**src/rtl/lms_pkg.sv**
```systemverilog
// Purpose : shared types and helpers for the LMS adaptive noise-cancelling core.
// Latency : n/a (package only: FSM state enum, saturation and accumulator-width functions).
// Backpr. : n/a.
package lms_pkg;

  typedef enum logic [1:0] {
    IDLE   = 2'd0,
    FILTER = 2'd1,
    OUTPUT = 2'd2,
    UPDATE = 2'd3
  } lms_state_e;

  // Width that holds NTAPS full-scale products without overflow.
  function automatic int acc_width(input int data_w, input int coef_w, input int ntaps);
    return data_w + coef_w + $clog2(ntaps);
  endfunction

  // Clamp v to the signed range of a w-bit word; caller truncates to w bits.
  function automatic logic signed [63:0] saturate(input logic signed [63:0] v, input int w);
    logic signed [63:0] hi;
    logic signed [63:0] lo;
    hi = (64'sd1 <<< (w - 1)) - 64'sd1;
    lo = -(64'sd1 <<< (w - 1));
    if (v > hi) return hi;
    if (v < lo) return lo;
    return v;
  endfunction

endpackage

```
**src/rtl/lms_sample_ring.sv**
```systemverilog
// Purpose : circular history of reference samples, read by tap offset (0 = newest).
// Latency : write lands on the clock edge; read is combinational from the stored ring.
// Backpr. : none; the caller only writes when it accepts a new sample.
// Ports   : clk_in/rst_in (sync, active-high), wr_en/wr_dat write newest sample,
//           rd_ofs selects x[n-rd_ofs], rd_dat returns it.
module lms_sample_ring #(
  parameter int NTAPS  = 64,
  parameter int DATA_W = 16
) (
  input  logic                       clk_in,
  input  logic                       rst_in,
  input  logic                       wr_en,
  input  logic signed [DATA_W-1:0]   wr_dat,
  input  logic [$clog2(NTAPS)-1:0]   rd_ofs,
  output logic signed [DATA_W-1:0]   rd_dat
);
  localparam int TAP_W = $clog2(NTAPS);

  logic signed [DATA_W-1:0] mem [NTAPS];
  logic [TAP_W-1:0]         wr_ptr;
  logic [TAP_W-1:0]         rd_idx;

  // wr_ptr points one past the newest sample; modulo wrap comes from the pointer width.
  assign rd_idx = wr_ptr - TAP_W'(1) - rd_ofs;
  assign rd_dat = mem[rd_idx];

  always_ff @(posedge clk_in) begin
    if (rst_in) begin
      wr_ptr <= '0;
      for (int i = 0; i < NTAPS; i++) mem[i] <= '0;
    end else if (wr_en) begin
      mem[wr_ptr] <= wr_dat;
      wr_ptr      <= wr_ptr + TAP_W'(1);
    end
  end

endmodule

```
**src/rtl/lms_anc_core.sv**
```systemverilog
// Purpose : LMS adaptive FIR for active noise cancellation, one MAC / one tap update per cycle.
// Latency : y_out/valid_out appear NTAPS+2 cycles after the accepted ready_in cycle.
// Backpr. : none; ready_in while busy is dropped and flagged on overrun_out.
// Ports   : clk_in, rst_in (sync, active-high); ready_in strobes ref_in/err_in/adapt_en_in;
//           y_out held between updates, valid_out pulses on update, busy_out = not IDLE.
// Config  : define LMS_LEAK_EN to add coefficient leakage (w -= w >>> LEAK_SHIFT) in UPDATE.
module lms_anc_core
  import lms_pkg::*;
#(
  parameter int NTAPS      = 64,
  parameter int DATA_W     = 16,
  parameter int COEF_W     = 16,
  parameter int COEF_FRAC  = 14,
  parameter int MU_SHIFT   = 8,
  parameter int LEAK_SHIFT = 12
) (
  input  logic                     clk_in,
  input  logic                     rst_in,
  input  logic                     ready_in,
  input  logic signed [DATA_W-1:0] ref_in,
  input  logic signed [DATA_W-1:0] err_in,
  input  logic                     adapt_en_in,
  output logic signed [DATA_W-1:0] y_out,
  output logic                     valid_out,
  output logic                     busy_out,
  output logic                     overrun_out
);
  localparam int TAP_W     = $clog2(NTAPS);
  localparam int ACC_W     = acc_width(DATA_W, COEF_W, NTAPS);
  localparam int PROD_W    = DATA_W + COEF_W;
  localparam int UPD_SHIFT = MU_SHIFT + DATA_W - 1;
`ifdef LMS_LEAK_EN
  localparam bit LEAK_EN = 1'b1;
`else
  localparam bit LEAK_EN = 1'b0;
`endif

  lms_state_e state_q, state_d;
  logic [TAP_W-1:0]          tap_q;
  logic                      last_tap;
  logic                      accept;
  logic signed [ACC_W-1:0]   acc_q;
  logic signed [DATA_W-1:0]  err_q;
  logic                      adapt_q;
  logic signed [COEF_W-1:0]  w [NTAPS];
  logic signed [COEF_W-1:0]  w_k;
  logic signed [DATA_W-1:0]  x_k;
  logic signed [PROD_W-1:0]  mac_prod;
  logic signed [2*DATA_W-1:0] upd_prod;
  logic signed [63:0]        leak_term;
  logic signed [63:0]        w_sum;
  logic signed [COEF_W-1:0]  w_new;

  // Only IDLE accepts; a strobe on the edge that returns to IDLE is still seen as busy.
  assign accept   = ready_in && (state_q == IDLE);
  assign last_tap = (tap_q == TAP_W'(NTAPS - 1));
  assign busy_out = (state_q != IDLE);

  lms_sample_ring #(
    .NTAPS  (NTAPS),
    .DATA_W (DATA_W)
  ) u_ring (
    .clk_in (clk_in),
    .rst_in (rst_in),
    .wr_en  (accept),
    .wr_dat (ref_in),
    .rd_ofs (tap_q),
    .rd_dat (x_k)
  );

  // FILTER and UPDATE both walk tap_q, so one ring read port serves both passes.
  assign w_k       = w[tap_q];
  assign mac_prod  = PROD_W'(w_k) * PROD_W'(x_k);
  assign upd_prod  = (2*DATA_W)'(err_q) * (2*DATA_W)'(x_k);
  assign leak_term = LEAK_EN ? 64'(w_k >>> LEAK_SHIFT) : 64'sd0;
  // Arithmetic right shift floors toward minus infinity, which is the intended rounding.
  assign w_sum     = 64'(w_k) - leak_term + 64'(upd_prod >>> UPD_SHIFT);
  assign w_new     = COEF_W'(saturate(w_sum, COEF_W));

  always_comb begin
    state_d = state_q;
    case (state_q)
      IDLE:    if (ready_in) state_d = FILTER;
      FILTER:  if (last_tap) state_d = OUTPUT;
      OUTPUT:  state_d = adapt_q ? UPDATE : IDLE;
      UPDATE:  if (last_tap) state_d = IDLE;
      default: state_d = IDLE;
    endcase
  end

  always_ff @(posedge clk_in) begin
    if (rst_in) begin
      state_q     <= IDLE;
      tap_q       <= '0;
      acc_q       <= '0;
      err_q       <= '0;
      adapt_q     <= 1'b0;
      y_out       <= '0;
      valid_out   <= 1'b0;
      overrun_out <= 1'b0;
      for (int i = 0; i < NTAPS; i++) w[i] <= '0;
    end else begin
      state_q     <= state_d;
      valid_out   <= 1'b0;
      overrun_out <= ready_in && (state_q != IDLE);
      case (state_q)
        IDLE: begin
          if (ready_in) begin
            err_q   <= err_in;
            adapt_q <= adapt_en_in;
            acc_q   <= '0;
            tap_q   <= '0;
          end
        end
        FILTER: begin
          acc_q <= acc_q + ACC_W'(mac_prod);
          tap_q <= tap_q + TAP_W'(1);
        end
        OUTPUT: begin
          y_out     <= DATA_W'(saturate(64'(acc_q >>> COEF_FRAC), DATA_W));
          valid_out <= 1'b1;
          tap_q     <= '0;
        end
        UPDATE: begin
          w[tap_q] <= w_new;
          tap_q    <= tap_q + TAP_W'(1);
        end
        default: ;
      endcase
    end
  end

endmodule

```
**config.mk**
```make
export PLATFORM = sky130hd
export DESIGN_NAME = lms_anc_core
export DESIGN_NICKNAME = d
export VERILOG_FILES = /design/src/rtl/lms_pkg.sv /design/src/rtl/lms_sample_ring.sv /design/src/rtl/lms_anc_core.sv
export SDC_FILE = /design/constraint.sdc
export NUM_CORES = 2
export LEC_CHECK = 0
export CORE_MARGIN = 2
export CORE_UTILIZATION = 40
export DETAILED_ROUTE_END_ITERATION = 12
export PLACE_DENSITY = 0.62
export SETUP_SLACK_MARGIN = 0.02
export SYNTH_ARGS = -nofsm -noshare
export SYNTH_HDL_FRONTEND = slang
export SYNTH_SLANG_ARGS = --single-unit
```
**constraint.sdc**
```tcl
create_clock -name clk_in -period 23.5 [get_ports clk_in]
set_clock_uncertainty 0.05 [all_clocks]
set_input_delay 3.525 -clock clk_in [delete_from_list [all_inputs] [get_ports clk_in]]
set_output_delay 3.525 -clock clk_in [all_outputs]
set_load 0.02 [all_outputs]
```
==> impl_metrics.tcl <==
set metrics [dict create \
    grt_max_degree 268 \
    clock.fmax_mhz 61.1 \
    cp.arrival_ns 16.90 \
    cts_buffer_depth 4 \
    setup_tns_ns 0 \
    min_path_cells 2 \
    status "completed" \
    rows 199 \
    avgSynthCellArea_um2 13.8 \
    drt.antenna.violating_nets 0 \
    wl_per_cell_um 26.0 \
    synth_nets 9384 \
    yosysWarnings 0 \
    hold_violations 0 \
    crit_slowest_cell "fa_4" \
    finalSetupViolCount 0 \
    die_area_um2 299000 \
    tritoncts.num_buffers 229 \
    grt_pass1_wl_um 483000 \
    antenna_found_initial 8 \
    cts_tree "done" \
    worst_pin_slew_ns 1.32 \
    area_delta_synth_final_pct 9.45 \
    place_congestion 0.820 \
    clk_latency_ns 0.90 \
    slew_viol_final 0 \
    cp.required_ns 24.04 \
    track_usage 0.215 \
    grt_pass1_vias 73074 \
    num_vias 70089 \
    die_x_um 547 \
    hold_class "register to register" \
    cts_resized 0 \
    syn_area_um2 118000 \
    synthArstFlopShare 0 \
    synth_ff_type "edfxtp_1" \
    port_buffers 54 \
    syn_inst 8550 \
    synth_seq_cells 2141 \
    fin_cells 12384 \
    slew-limit-headroom 0.117 \
    reg2reg_depth 45 \
    grt_remaining_overflow 0 \
    clock-sinks 2141 \
    start_kind "register" \
    nFillCells 26088 \
    io_pins 55 \
    start_util 0.402 \
    nets 9099 \
    drcViolationCount 0 \
    r2r_end "w[41][7]" \
    seq_area_frac_synth 0.537 \
    first_pass_iters 6 \
    timing.rr.start "tap_q[0]" \
    critPathKind "register to register" \
    startpoint "tap_q[0]" \
    path_max_fanout 106 \
    fin_crit_sh 0.696 \
    ff2ff_setup_slack_ns 7.14 \
    worstSetupEndpointType "register" \
    vias_per_cell 5.66 \
    cts_hold_buf 0 \
    postCtsSetupBuffers 0 \
    synth_edf_count 2048 \
    yosysUniqueCellTypes 84 \
    core_um2 294000 \
    htree_levels 4 \
    clockRootBuffer "clkbuf_16" \
    drt_iter0_drc 7603 \
    place_inst 11953 \
    hpwl_um 199000 \
    dieHeight_um 547 \
    crit_path_max_incr_delay_ns 1.17 \
    crit_end "w[41][7]" \
    period_needed_ns 16.36 \
    drive_gt1_frac 0.155 \
    drt-total-wl_um 322000 \
    path_clk_slew_ns 0.06 \
    rsz0062_at_grt "false" \
    drv_cap 0 \
    path_common_cell "fa_1" \
]
[how the worst min path moves through the flow]
stage                end  slack (ns)      start
3_5_place_dp   y_out[10]        0.40  y_out[10]
3_3_place_gp   y_out[11]        0.40  y_out[11]
4_1_cts        y_out[11]        0.41  y_out[11]
2_1_floorplan    adapt_q        0.40    adapt_q
5_1_grt         y_out[4]        0.43   y_out[4]
6_report       y_out[10]        0.41  y_out[10]
[per-layer routing]
metal,vias to the layer above,part of all wire,global-route usage
li1,29922,-,-
met4,2,0.031,0.0657
met1,36878,0.40,0.294
met2,2809,0.49,0.355
met3,478,0.075,0.0299
met5,-,0.000031,0
[sequential cells by signal (all words and copies together), names as in the netlist, 2 cells and up, named ones only]
name           flops
state_q            2
w               1024
err_q             16
y_out             16
acc_q             38
u_ring.mem      1024
tap_q              6
u_ring.wr_ptr      6
[stage by stage]
step	utilization	worst slack [ns]	cell area, um2	hold slack, ns
2_1_floorplan	-	11.88	118000	0.397
3_3_place_gp	0.415	7.57	122000	0.402
3_5_place_dp	0.415	7.43	122000	0.398
4_1_cts	0.440	7.36	129000	0.412
5_1_grt	0.440	6.52	129000	0.434
6_report	0.440	7.14	129000	0.413
[cells by family after synthesis]
logic type / count (synthesis) / synth area share
compound gates: 352 / 0.0207
xor+xnor: 77 / 0.00578
fa+ha+maj: 798 / 0.122
buf+inv: 1346 / 0.0459
flops: 2141 / 0.537
mux: 661 / 0.125
simple gates: 3175 / 0.144
[Yosys cell counts (16+ instances only)]
cell      instances  area share
dfxtp_1          93       0.016
o21a_1           16      0.0010
nand2b_1        151      0.0080
clkbuf_1        463       0.015
nand2_1         376       0.012
xor2_1           17      0.0013
xnor2_1          59      0.0044
o21ai_0          54      0.0023
edfxtp_1       2048        0.52
buf_2           202      0.0086
a21oi_1         122      0.0052
and2_1         1137       0.060
mux4_2          645        0.12
a21o_1           35      0.0022
fa_1            587        0.10
nor2b_1          71      0.0038
buf_1            53      0.0017
nor3_1          917       0.039
nor2_1          330       0.011
inv_1           606       0.019
ha_1            211       0.022
nand3_1          59      0.0025
or2_2            80      0.0042
[final cells by class]
type | instances | area (um2) | area share
inverters | 609 | 2290 | 0.0177
clock buffers | 279 | 5980 | 0.0463
clock inverters | 144 | 1300 | 0.0101
multi-input cells | 5063 | 49400 | 0.383
repair buffers | 221 | 1790 | 0.0139
flip-flops and latches | 2141 | 63400 | 0.491
well taps | 3919 | 4900 | 0.0380
diodes | 8 | 20.0 | 0.000155
[cells in the final DEF (no fill, tap or decap), drive strengths merged, types with 6 or more instances in the layout]
master / netlist / final
a211o: 9 / 9
a211oi: 16 / 16
a21o: 35 / 35
a21oi: 136 / 136
a22o: 12 / 12
a311oi: 10 / 10
a31oi: 11 / 11
and2: 1137 / 1137
and3: 15 / 15
buf: 274 / 183
bufinv: 0 / 22
clkbuf: 463 / 280
clkdlybuf4s50: 0 / 37
clkinv: 0 / 109
clkinvlp: 0 / 6
dfxtp: 93 / 93
diode: 0 / 8
edfxtp: 2048 / 2048
fa: 587 / 587
ha: 211 / 211
inv: 609 / 616
mux2i: 12 / 12
mux4: 645 / 645
nand2: 377 / 377
nand2b: 151 / 151
nand3: 59 / 59
nand4: 10 / 10
nor2: 331 / 331
nor2b: 71 / 71
nor3: 918 / 918
o21a: 16 / 16
o21ai: 68 / 68
o21bai: 12 / 12
or2: 82 / 82
or3: 11 / 11
xnor2: 60 / 60
xor2: 17 / 17
[worst max-delay path, delay by kind of cell, from the launching register on]
kind,cells,cell delay (ns)
compound gates,17,3.43
xor+xnor,1,0.17
fa+ha+maj,10,5.01
buf+inv,10,3.79
flops,1,0.39
mux,3,1.61
simple gates,4,1.21
Power is left out: the tool's default activity adds up to more than one toggle a clock period on the data nets, which glitch-free logic cannot reach.
